<file path="src/rtl/flp_round_pack.sv">
`default_nettype none
// ============================================================================
// flp_round_pack : round, renormalize, saturate and pack a normalized
//                  significand through a 2-stage valid/ready pipeline.
//                  Define FLP_ROUND_RNE_EN for round-to-nearest-even,
//                  otherwise the stage truncates (round toward zero).
// Revision       : 1.0
// ============================================================================
module flp_round_pack #(
  parameter int EWIDTH  = 8,
  parameter int SWIDTH  = 23,
  parameter int RSWIDTH = 2
) (
  input  logic                      clk,
  input  logic                      rst,
  input  logic                      i_valid,
  output logic                      o_ready,
  input  logic                      i_sign,
  input  logic                      i_zero,
  input  logic [EWIDTH+1:0]         i_ex,
  input  logic [EWIDTH+1:0]         i_exd,
  input  logic [SWIDTH+RSWIDTH:0]   i_nsg,
  output logic                      o_valid,
  input  logic                      i_ready,
  output logic [EWIDTH+SWIDTH:0]    o_res,
  output logic                      o_ovf,
  output logic                      o_unf
);

  localparam int OUTW = 1 + SWIDTH + RSWIDTH;
  localparam int RESW = 1 + EWIDTH + SWIDTH;

  logic                 adv2;
  logic                 s1_valid_q;
  logic                 sign1_q;
  logic                 zero1_q;
  logic [EWIDTH+1:0]    e1_q;
  logic [SWIDTH+1:0]    m1_q;
  logic                 out_valid_q;
  logic [RESW-1:0]      res_q;
  logic                 ovf_q;
  logic                 unf_q;

  logic [EWIDTH+1:0]    e1_d;
  logic [SWIDTH+1:0]    m1_d;
  logic                 inc;

  logic                 carry;
  logic [EWIDTH+1:0]    e2;
  logic [SWIDTH-1:0]    frac;
  logic                 e2_ovf;
  logic                 e2_unf;
  logic [RESW-1:0]      res_d;
  logic                 ovf_d;
  logic                 unf_d;

  assign adv2    = ~out_valid_q | i_ready;
  assign o_ready = ~s1_valid_q | adv2;
  assign o_valid = out_valid_q;
  assign o_res   = res_q;
  assign o_ovf   = ovf_q;
  assign o_unf   = unf_q;

  assign e1_d = i_ex + i_exd;

`ifdef FLP_ROUND_RNE_EN
  logic lsb;
  logic g;
  logic s;
  assign lsb = i_nsg[RSWIDTH];
  assign g   = i_nsg[RSWIDTH-1];
  assign s   = |i_nsg[RSWIDTH-2:0];
  assign inc = g & (s | lsb);
`else
  logic [RSWIDTH-1:0] unused_rnd_bits;
  assign unused_rnd_bits = i_nsg[RSWIDTH-1:0];
  assign inc = 1'b0;
`endif

  assign m1_d = {1'b0, i_nsg[OUTW-1:RSWIDTH]} + {{(SWIDTH+1){1'b0}}, inc};

  // The hidden bit is implied by the packed format and never stored.
  logic unused_hidden;
  assign unused_hidden = m1_q[SWIDTH];

  always_comb begin
    carry  = m1_q[SWIDTH+1];
    e2     = e1_q + {{(EWIDTH+1){1'b0}}, carry};
    frac   = carry ? '0 : m1_q[SWIDTH-1:0];
    // e2 >= 2^EWIDTH-1 as a non-negative value; e2 <= 0 as signed.
    e2_ovf = ~e2[EWIDTH+1] & (e2[EWIDTH] | (&e2[EWIDTH-1:0]));
    e2_unf = e2[EWIDTH+1] | (e2 == '0);
    res_d  = {sign1_q, e2[EWIDTH-1:0], frac};
    ovf_d  = 1'b0;
    unf_d  = 1'b0;
    if (zero1_q) begin
      res_d = {sign1_q, {(RESW-1){1'b0}}};
    end else if (e2_ovf) begin
      res_d = {sign1_q, {EWIDTH{1'b1}}, {SWIDTH{1'b0}}};
      ovf_d = 1'b1;
    end else if (e2_unf) begin
      res_d = {sign1_q, {(RESW-1){1'b0}}};
      unf_d = 1'b1;
    end
  end

  always_ff @(posedge clk) begin
    if (rst) begin
      s1_valid_q  <= 1'b0;
      out_valid_q <= 1'b0;
      res_q       <= '0;
      ovf_q       <= 1'b0;
      unf_q       <= 1'b0;
    end else begin
      if (o_ready) s1_valid_q <= i_valid;
      if (adv2) out_valid_q <= s1_valid_q;
      if (adv2 && s1_valid_q) begin
        res_q <= res_d;
        ovf_q <= ovf_d;
        unf_q <= unf_d;
      end
    end
  end

  // Stage-1 payload is qualified by s1_valid_q, so it needs no reset.
  always_ff @(posedge clk) begin
    if (o_ready && i_valid) begin
      sign1_q <= i_sign;
      zero1_q <= i_zero;
      e1_q    <= e1_d;
      m1_q    <= m1_d;
    end
  end

endmodule
`default_nettype wire

</file>
<file path="config.mk">
export PLATFORM = sky130hd
export DESIGN_NAME = flp_round_pack
export DESIGN_NICKNAME = d
export VERILOG_FILES = /design/src/rtl/flp_round_pack.sv
export SDC_FILE = /design/constraint.sdc
export NUM_CORES = 1
export LEC_CHECK = 0
export BUFFER_PORTS_ARGS = -buffer_cell sky130_fd_sc_hd__clkbuf_2
export CORE_ASPECT_RATIO = 0.7
export CORE_MARGIN = 8
export CORE_UTILIZATION = 50
export CTS_CLUSTER_SIZE = 16
export DETAILED_ROUTE_END_ITERATION = 12
export GPL_TIMING_DRIVEN = 0
export PLACE_DENSITY = 0.79
export SLEW_MARGIN = 5
export SYNTH_ARGS = -nofsm -noshare
export SYNTH_HDL_FRONTEND = slang
export SYNTH_SLANG_ARGS = --single-unit
export TNS_END_PERCENT = 30
</file>
<file path="constraint.sdc">
create_clock -name clk -period 1.95 [get_ports clk]
set_input_delay 0 -clock clk [delete_from_list [all_inputs] [get_ports clk]]
set_output_delay 0 -clock clk [all_outputs]
set_load 0.02 [all_outputs]
</file>
; ---- After elaboration in Yosys (flattened, before gate mapping)
; Cells that the tools add are included.
[totals]
inputBits = 52
wordCells = 30
register_bits = 71
out_inout_bits = 36
[op_classes]
mux = 8
n_bitwise = 8
reduce_logical = 4
add_sub_neg = 1
[ops]
columns = cell, n
row1 = $mux W31, 3
row2 = $add A10 B10 Y10, 1
row3 = $logic_not A10 Y1, 1
row4 = $reduce_and A8 Y1, 1
row5 = $mux W1, 5
row6 = $or A1 B1 Y1, 4
row7 = $not A1 Y1, 3
row8 = $logic_and A1 B1 Y1, 2
row9 = $and A1 B1 Y1, 1

; ---- Depth between registers and ports, before layout
; Gate-level depths: netlist (run 1).
[depth]
ltp_word = 5
depth_mapped = 8
ltp_nobuf = 8

; ---- Least setup slack after synthesis (run 1)
; No wires, ideal clock.
[synth_timing]
path_kind = flip-flop to flip-flop
startpoint = register out_valid_q (netlist: o_valid)
endpoint = register e1_q[0] (enable)
slack_ns = -0.057
path_buffers = 0
t_arrival_ns = 1.611
period_less_slack_ns = 2.007
required_time_ns = 1.555
stages_incl_launch_ff = 4
cell_sequence = dfxtp_1 > nor2b_4 > nand2_1 > and2_1
[synth_between]
elab_chain_cells = 4
[synth_rtl]
columns = element, line_no
row1 = "start, declared", 39  ; logic out_valid_q;
row2 = "start signal, assigned", 116  ; if (adv2) out_valid_q <= s1_valid_q;
row3 = $not A1 Y1, 57  ; assign adv2 = ~out_valid_q | i_ready;
row4 = $or A1 B1 Y1, 57
row5 = $or A1 B1 Y1, 58  ; assign o_ready = ~s1_valid_q | adv2;
row6 = net o_ready, 17  ; output logic o_ready,
row7 = $logic_and A1 B1 Y1, 127  ; if (o_ready && i_valid) begin
row8 = "end signal, assigned", 130  ; e1_q <= e1_d;
row9 = "end, declared", 37  ; logic [EWIDTH+1:0] e1_q;
; The timed path passes the listed nets, and every way through them passes these cells.
; A chain may end at the register's enable or synchronous reset.

; ---- Worst setup path in the final report (run 1)
[layout_timing]
startpoint = input i_exd[0]
endpoint = register e1_q[8] (data pin)
[layout_between]
elab_chain_cells = 1
[layout_rtl]
columns = element, line_no
row1 = "start, declared", 21  ; input logic [EWIDTH+1:0] i_exd,
row2 = $add A10 B10 Y10, 64  ; assign e1_d = i_ex + i_exd;
row3 = net e1_d[8], 44  ; logic [EWIDTH+1:0] e1_d;
; The timed path passes the listed nets, and every way through them passes these cells.

==> results of run 1 <==
==> Yosys cell counts <==
master,instances,area share
a211oi_1,1,0.0028
dfxtp_1,36,0.26
a31oi_1,4,0.0092
nor2_1,11,0.015
mux2i_1,1,0.0037
xnor2_1,7,0.023
nor3_1,2,0.0037
and4_1,2,0.0064
a21oi_1,11,0.020
a22o_2,20,0.074
nor2_4,1,0.0041
nand2_1,12,0.017
nor4_1,1,0.0023
buf_2,3,0.0055
a21o_1,3,0.0083
nor2b_1,3,0.0069
fa_1,1,0.0074
a22o_1,3,0.0097
edfxtp_1,35,0.39
inv_1,6,0.0083
o2111ai_1,2,0.0064
o41ai_1,1,0.0032
buf_6,2,0.0083
and2_1,2,0.0046
nor4b_4,1,0.0087
a22oi_1,4,0.011
nand3_1,5,0.0092
o211ai_2,1,0.0046
nand2b_1,2,0.0046
clkbuf_1,2,0.0028
a41o_1,1,0.0037
xor2_1,2,0.0064
nor2b_4,1,0.0051
o21a_1,1,0.0028
ha_1,9,0.041
==> power by group through the flow <==
stage	clock network, mW	registers, mW	logic (mW)
floorplan	0	1.75	0.179
global placement	0	1.74	0.310
detailed placement	0	1.74	0.320
CTS	1.03	1.71	0.370
global route	1.10	1.72	0.408
finish	1.00	1.71	0.373
==> timing repair <==
item	CTS	global route
gates resized for setup	0	2
hold endpoints to repair	31	0
endpoints found under the setup margin	0	1
hold buffers	30	0
==> worst paths after layout <==
path          endpoint  cells past startpoint
max reg2reg  o_res[22]                      5
min reg2reg   o_res[7]                      1
max            e1_q[8]                     10
min            e1_q[9]                      3
==> tightest hold or removal path: cells and delay by family <==
family / cells / cell delay, ns
xor+xnor: 2 / 0.21
buf+inv: 1 / 0.08
==> logic make-up (layout without fill, tap and decap cells) <==
group	after synthesis	after routing
AOI/OAI and AO/OA	52	52
xor gates and xnor gates	9	9
adders and majority gates	10	10
buffers and inverters	13	143
DFF	71	71
muxes	1	1
and+or+nand+nor	43	43
==> cell type report <==
class,count,area [um^2]
flip-flops and latches,71,1770
fillers,370,1540
multi-input cells,115,893
repair buffers,114,721
clock buffers,9,124
well taps,72,90.1
clock inverters,7,47.5
plain buffers,7,45.0
inverters,6,22.5
==> per-stage QoR <==
| stage | area, um^2 | instances | util | hold slack, ns |
|---|---|---|---|---|
| final | 3710 | 401 | 0.707 | 0.134 |
| after detailed placement | 3230 | 355 | 0.615 | 0.179 |
| after floorplan | 2720 | 199 | - | 0.0694 |
| after global routing | 3710 | 401 | 0.707 | 0.130 |
| after CTS | 3700 | 401 | 0.705 | 0.120 |
| after global placement | 3230 | 355 | 0.615 | 0.177 |
==> per-layer routing <==
metal | track usage | up-vias | wire, um
li1 | - | 1000 | -
met1 | 0.178 | 908 | 2720
met2 | 0.235 | 88 | 2790
met3 | 0.0561 | 6 | 404
met4 | 0.0647 | 0 | 87
met5 | 0 | - | 0
==> sequential cells by signal, summed over array words and instances (netlist names) <==
| name | flops |
|---|---|
| o_res | 32 |
| s1_valid_q | 1 |
| o_unf | 1 |
| m1_q | 23 |
| e1_q | 10 |
| o_ovf | 1 |
| sign1_q | 1 |
| o_valid | 1 |
| zero1_q | 1 |
==> qor.yml, run 1 <==
synth_fa_ha_area_frac: 0.0487
status: "finished clean"
synth_seq_area_share: 0.651
drt_iter0_drc: 118
fmax_mhz: 542
switching_share: 0.251
drtPass1Iterations: 4
cts_buffers: 9
postCtsSetupBuffers: 0
skew_ns: 0.0110
setup-tns-final_ns: 0
cp_slowest_stage_delay_ns: 0.53
synthMuxAreaShare: 0.00368
vdd_drop_max_mv: 0.490
grt_pass1_vias: 2018
r2r_slack_ns: 0.27
crit_arrival_ns: 1.92
path_cells: "dlygate4sd3_1 > clkbuf_2 > ha_1 > inv_1 > fa_1 > nor2b_2 > o2111ai_1 > nand3_1 > o41ai_2 > xnor2_1"
dp_hpwl_mm: 4.18
initial_core_util: 0.518
slew_violations: 0
gp_congestion: 0.792
coreArea_mm2: 0.00526
synthCells: 199
wl_mm: 6.01
grt_max_degree: 36
path_buf_inv: 3
yosys_warnings: 0
cts_tree: "yes"
critPathTopFamily: "buffers and inverters"
dieArea_mm2: 0.00810
fin_nets: 386
switching_power_mw: 0.773
cts-root-buf: "clkbuf_8"
path_clk_slew_ns: 0.07
cts.sinks: 71
io_buffers: 84
drive_above_1_share: 0.398
synth-simple-area-share: 0.0874
tightest_slew_ns: 0.788
final-hold-violation-count: 0
p_int_mw: 2.31
rows: 22
antenna_left: 0
die_w_um: 104
rsz0062_at_grt: "false"
dp_slack_ns: 0.288
finalPower_mw: 3.08
power.leakage_nw: 1.60
synth_top_family_by_area: "compound AO/OA/AOI/OAI gates"
seqPwrFrac: 0.554
required_ns: 2.03
cp_max_fo: 2
die_h_um: 77.7
syn_to_final_growth_pct: 36.5
cp-start-kind: "input port"
slew_headroom: 0.474
min_path_type: "input port to flip-flop"
setup_ws_ns: 0.106
cap_violations: 0
grt-ovfl-total: 0
antenna_found_initial: 0
synth_fp_nets: 261
vias_per_cell: 4.99
synth-seq-cells: 71
syn_area_per_cell_um2: 13.7
synth-compound-area-share: 0.155
power_frac_comb: 0.121
finalCriticalPeriod_ns: 1.84
period_share: 0.946
synthesis.area_mm2: 0.00272
insertion_delay_ns: 0.33
grt_pass1_wl_mm: 9.73
clkPwrFrac: 0.325
final_cell_mix: "clkbuf_2 (84), dfxtp_1 (36), edfxtp_1 (35)"
io_pins: 88
track_usage: 0.148
htree_num_levels: 3
p_per_area_mw_per_mm2: 830
worstSetupPathType: "input port to flip-flop"
critPathCaptureType: "flip-flop"
synthXorXnorAreaFrac: 0.0290
setup_viol: 0
worst_path_max_delay_cell: "dlygate4sd3_1"
vias: 2002
layout_commonest_cell: "clkbuf_2"
r2r_start: "e1_q[9]"
ys_types: 35
cts_max_path_buffers: 2
min_from: "i_ex[9]"
drc_errors: 0
n_antenna_cell: 0
wl_per_cell_um: 15.0
cp-startpoint: "i_exd[0]"
Power figures use the tool's default switching activity.
==> run 2: changes to the inputs <==
Clock period 1.95 ns to 1.9 ns, I/O delays scaled along.
==> run 2 against run 1 <==
  * Global-route usage stayed put
  * Non-clock buffer count stayed put
  * Cell area is 0.74% higher
  * Sequential cell count stayed put
  * Clock power hardly changed
  * Via count is 0.40% higher
  * Utilization is 0.52 points higher
  * Critical endpoint unchanged
  * Highest routed layer unchanged
==> qor.yml, run 2 (synthesis results as in run 1) <==
io_buffers: 84  # unchanged
cts_tree: "yes"  # unchanged
htree_num_levels: 3  # unchanged
n_antenna_cell: 0  # unchanged
syn_to_final_growth_pct: 37.5  # was 36.5%
grt_max_degree: 36  # unchanged
met1_usage: 0.178  # unchanged
postPlaceCellArea_mm2: 0.00323  # unchanged
drtPass1Iterations: 4  # unchanged
dp_hpwl_mm: 4.18  # unchanged
layout_commonest_cell: "clkbuf_2"  # unchanged
vias: 2010  # was 2002
cts-root-buf: "clkbuf_8"  # unchanged
antenna_found_initial: 0  # unchanged
drc_errors: 0  # unchanged
insertion_delay_ns: 0.33  # about the same
crit_arrival_ns: 1.91  # was 1.92 ns
largest_register_ffs: 32  # unchanged
grt-ovfl-total: 0  # unchanged
p_int_mw: 2.38  # was 2.31 mW
die_h_um: 77.7  # unchanged
gr-max-usage-layer: "met2"  # unchanged
seqPwrFrac: 0.551  # was 0.554
setup_viol: 0  # unchanged
tightest_slew_ns: 0.788  # about the same
final-hold-violation-count: 0  # unchanged
clkPwrFrac: 0.324  # was 0.325
critPathCaptureType: "flip-flop"  # unchanged
switching_power_mw: 0.802  # was 0.773 mW
fin_nets: 386  # unchanged
fmax_mhz: 545
postCtsSetupBuffers: 0  # unchanged
drt_iter0_drc: 127  # was 118
final_area_mm2: 0.00374  # was 0.00371 mm^2
dieArea_mm2: 0.00810  # unchanged
dp.cells: 355  # unchanged
finalCriticalPeriod_ns: 1.84
die_w_um: 104  # unchanged
antenna_left: 0  # unchanged
cts_max_path_buffers: 2  # unchanged
vdd_drop_max_mv: 0.503  # was 0.490 mV
finalPower_mw: 3.18  # was 3.08 mW
min_path_type: "input port to flip-flop"  # unchanged
min_path_cells: 3  # unchanged
grt_pass1_vias: 2018  # unchanged
wl_mm: 6.09  # was 6.01 mm
grt_util_met2: 0.235  # unchanged
coreArea_mm2: 0.00526  # unchanged
setup_ws_ns: 0.0648  # was 0.106 ns
cp-start-kind: "input port"  # unchanged
final_cell_mix: "clkbuf_2 (84), dfxtp_1 (36), edfxtp_1 (35)"  # unchanged
status: "finished clean"  # unchanged
cts_buffers: 9  # unchanged
timing.reg2reg.worst_path_depth: 5  # unchanged
cp_max_fo: 2  # unchanged
p_per_area_mw_per_mm2: 849  # was 830 mW/mm^2
required_ns: 1.97  # was 2.03 ns
power.leakage_nw: 1.60  # about the same
wl_per_cell_um: 15.2  # was 15.0 um
slew_violations: 0  # unchanged
cts.sinks: 71  # unchanged
io_pins: 88  # unchanged
instances_no_fill: 401  # unchanged
gp_congestion: 0.792  # unchanged
cap_violations: 0  # unchanged
slew_headroom: 0.474  # about the same
drive_above_1_share: 0.413  # was 0.398
vias_per_cell: 5.01  # was 4.99
power_frac_comb: 0.125  # was 0.121
worstSetupPathType: "input port to flip-flop"  # unchanged
skew_ns: 0.0110  # about the same
grt.met3_usage: 0.0561  # unchanged
period_share: 0.966
switching_share: 0.252  # was 0.251
dp_slack_ns: 0.238  # was 0.288 ns
initial_core_util: 0.518  # unchanged
rows: 22  # unchanged
grt_pass1_wl_mm: 9.73  # unchanged
path_clk_slew_ns: 0.07  # about the same
track_usage: 0.148  # unchanged
setup-tns-final_ns: 0  # unchanged
## run 2: cell counts in the layout (fill, tap and decap cells not counted)
No cell type changed its count.
## run 2: critical path, cell delays in order
cell and delay [ns]:
dlygate4sd3_1 0.54, clkbuf_2 0.11, ha_2 0.18, inv_2 0.06, fa_2 0.21, nor2b_2 0.06
o2111ai_2 0.19, nand3_2 0.13, o41ai_4 0.31, xnor2_1 0.12
## run 2: power by group through the flow
stage | sequential, mW | combinational, mW | clock (mW)
floorplan | 1.80 | 0.183 | 0
global placement | 1.78 | 0.318 | 0
detailed placement | 1.78 | 0.329 | 0
CTS | 1.75 | 0.379 | 1.06
global route | 1.76 | 0.430 | 1.13
finish | 1.75 | 0.396 | 1.03
## run 2: area by class of cell
type                            count  area [um^2]
Inverter                            6         22.5
Buffer                              7         45.0
Clock buffer                        9          124
Timing Repair Buffer              114          721
Sequential cell                    71         1770
Multi-Input combinational cell    115          921
Tap cell                           72         90.1
Fill cell                         369         1520
Clock inverter                      7         47.5
## run 2: metal layers
layer  wire (um)  vias up  share of wire
li1            -     1002              -
met1        2750      920           0.45
met2        2850       80           0.47
met3         376        8          0.062
met4         108        0          0.018
met5           0        -              0
## run 2: path summary, 6_finish.rpt
check	startpoint	end	slack, ns
min reg2reg	m1_q[7]	o_res[7]	0.47
max reg2reg	e1_q[9]	o_res[22]	0.22
min	i_ex[9]	e1_q[9]	0.14
max	i_exd[0]	e1_q[8]	0.06
## run 2: stage by stage
step,hold WS (ns),utilization
finish,0.137,0.712
detailed placement,0.179,0.615
global route,0.130,0.712
global placement,0.177,0.615
floorplan,0.0694,-
CTS,0.120,0.705
## run 2: repair_timing
item,CTS,global route
hold endpoints to repair,31,0
hold buffers,30,0
setup endpoints to repair,0,2
resized for setup,0,8
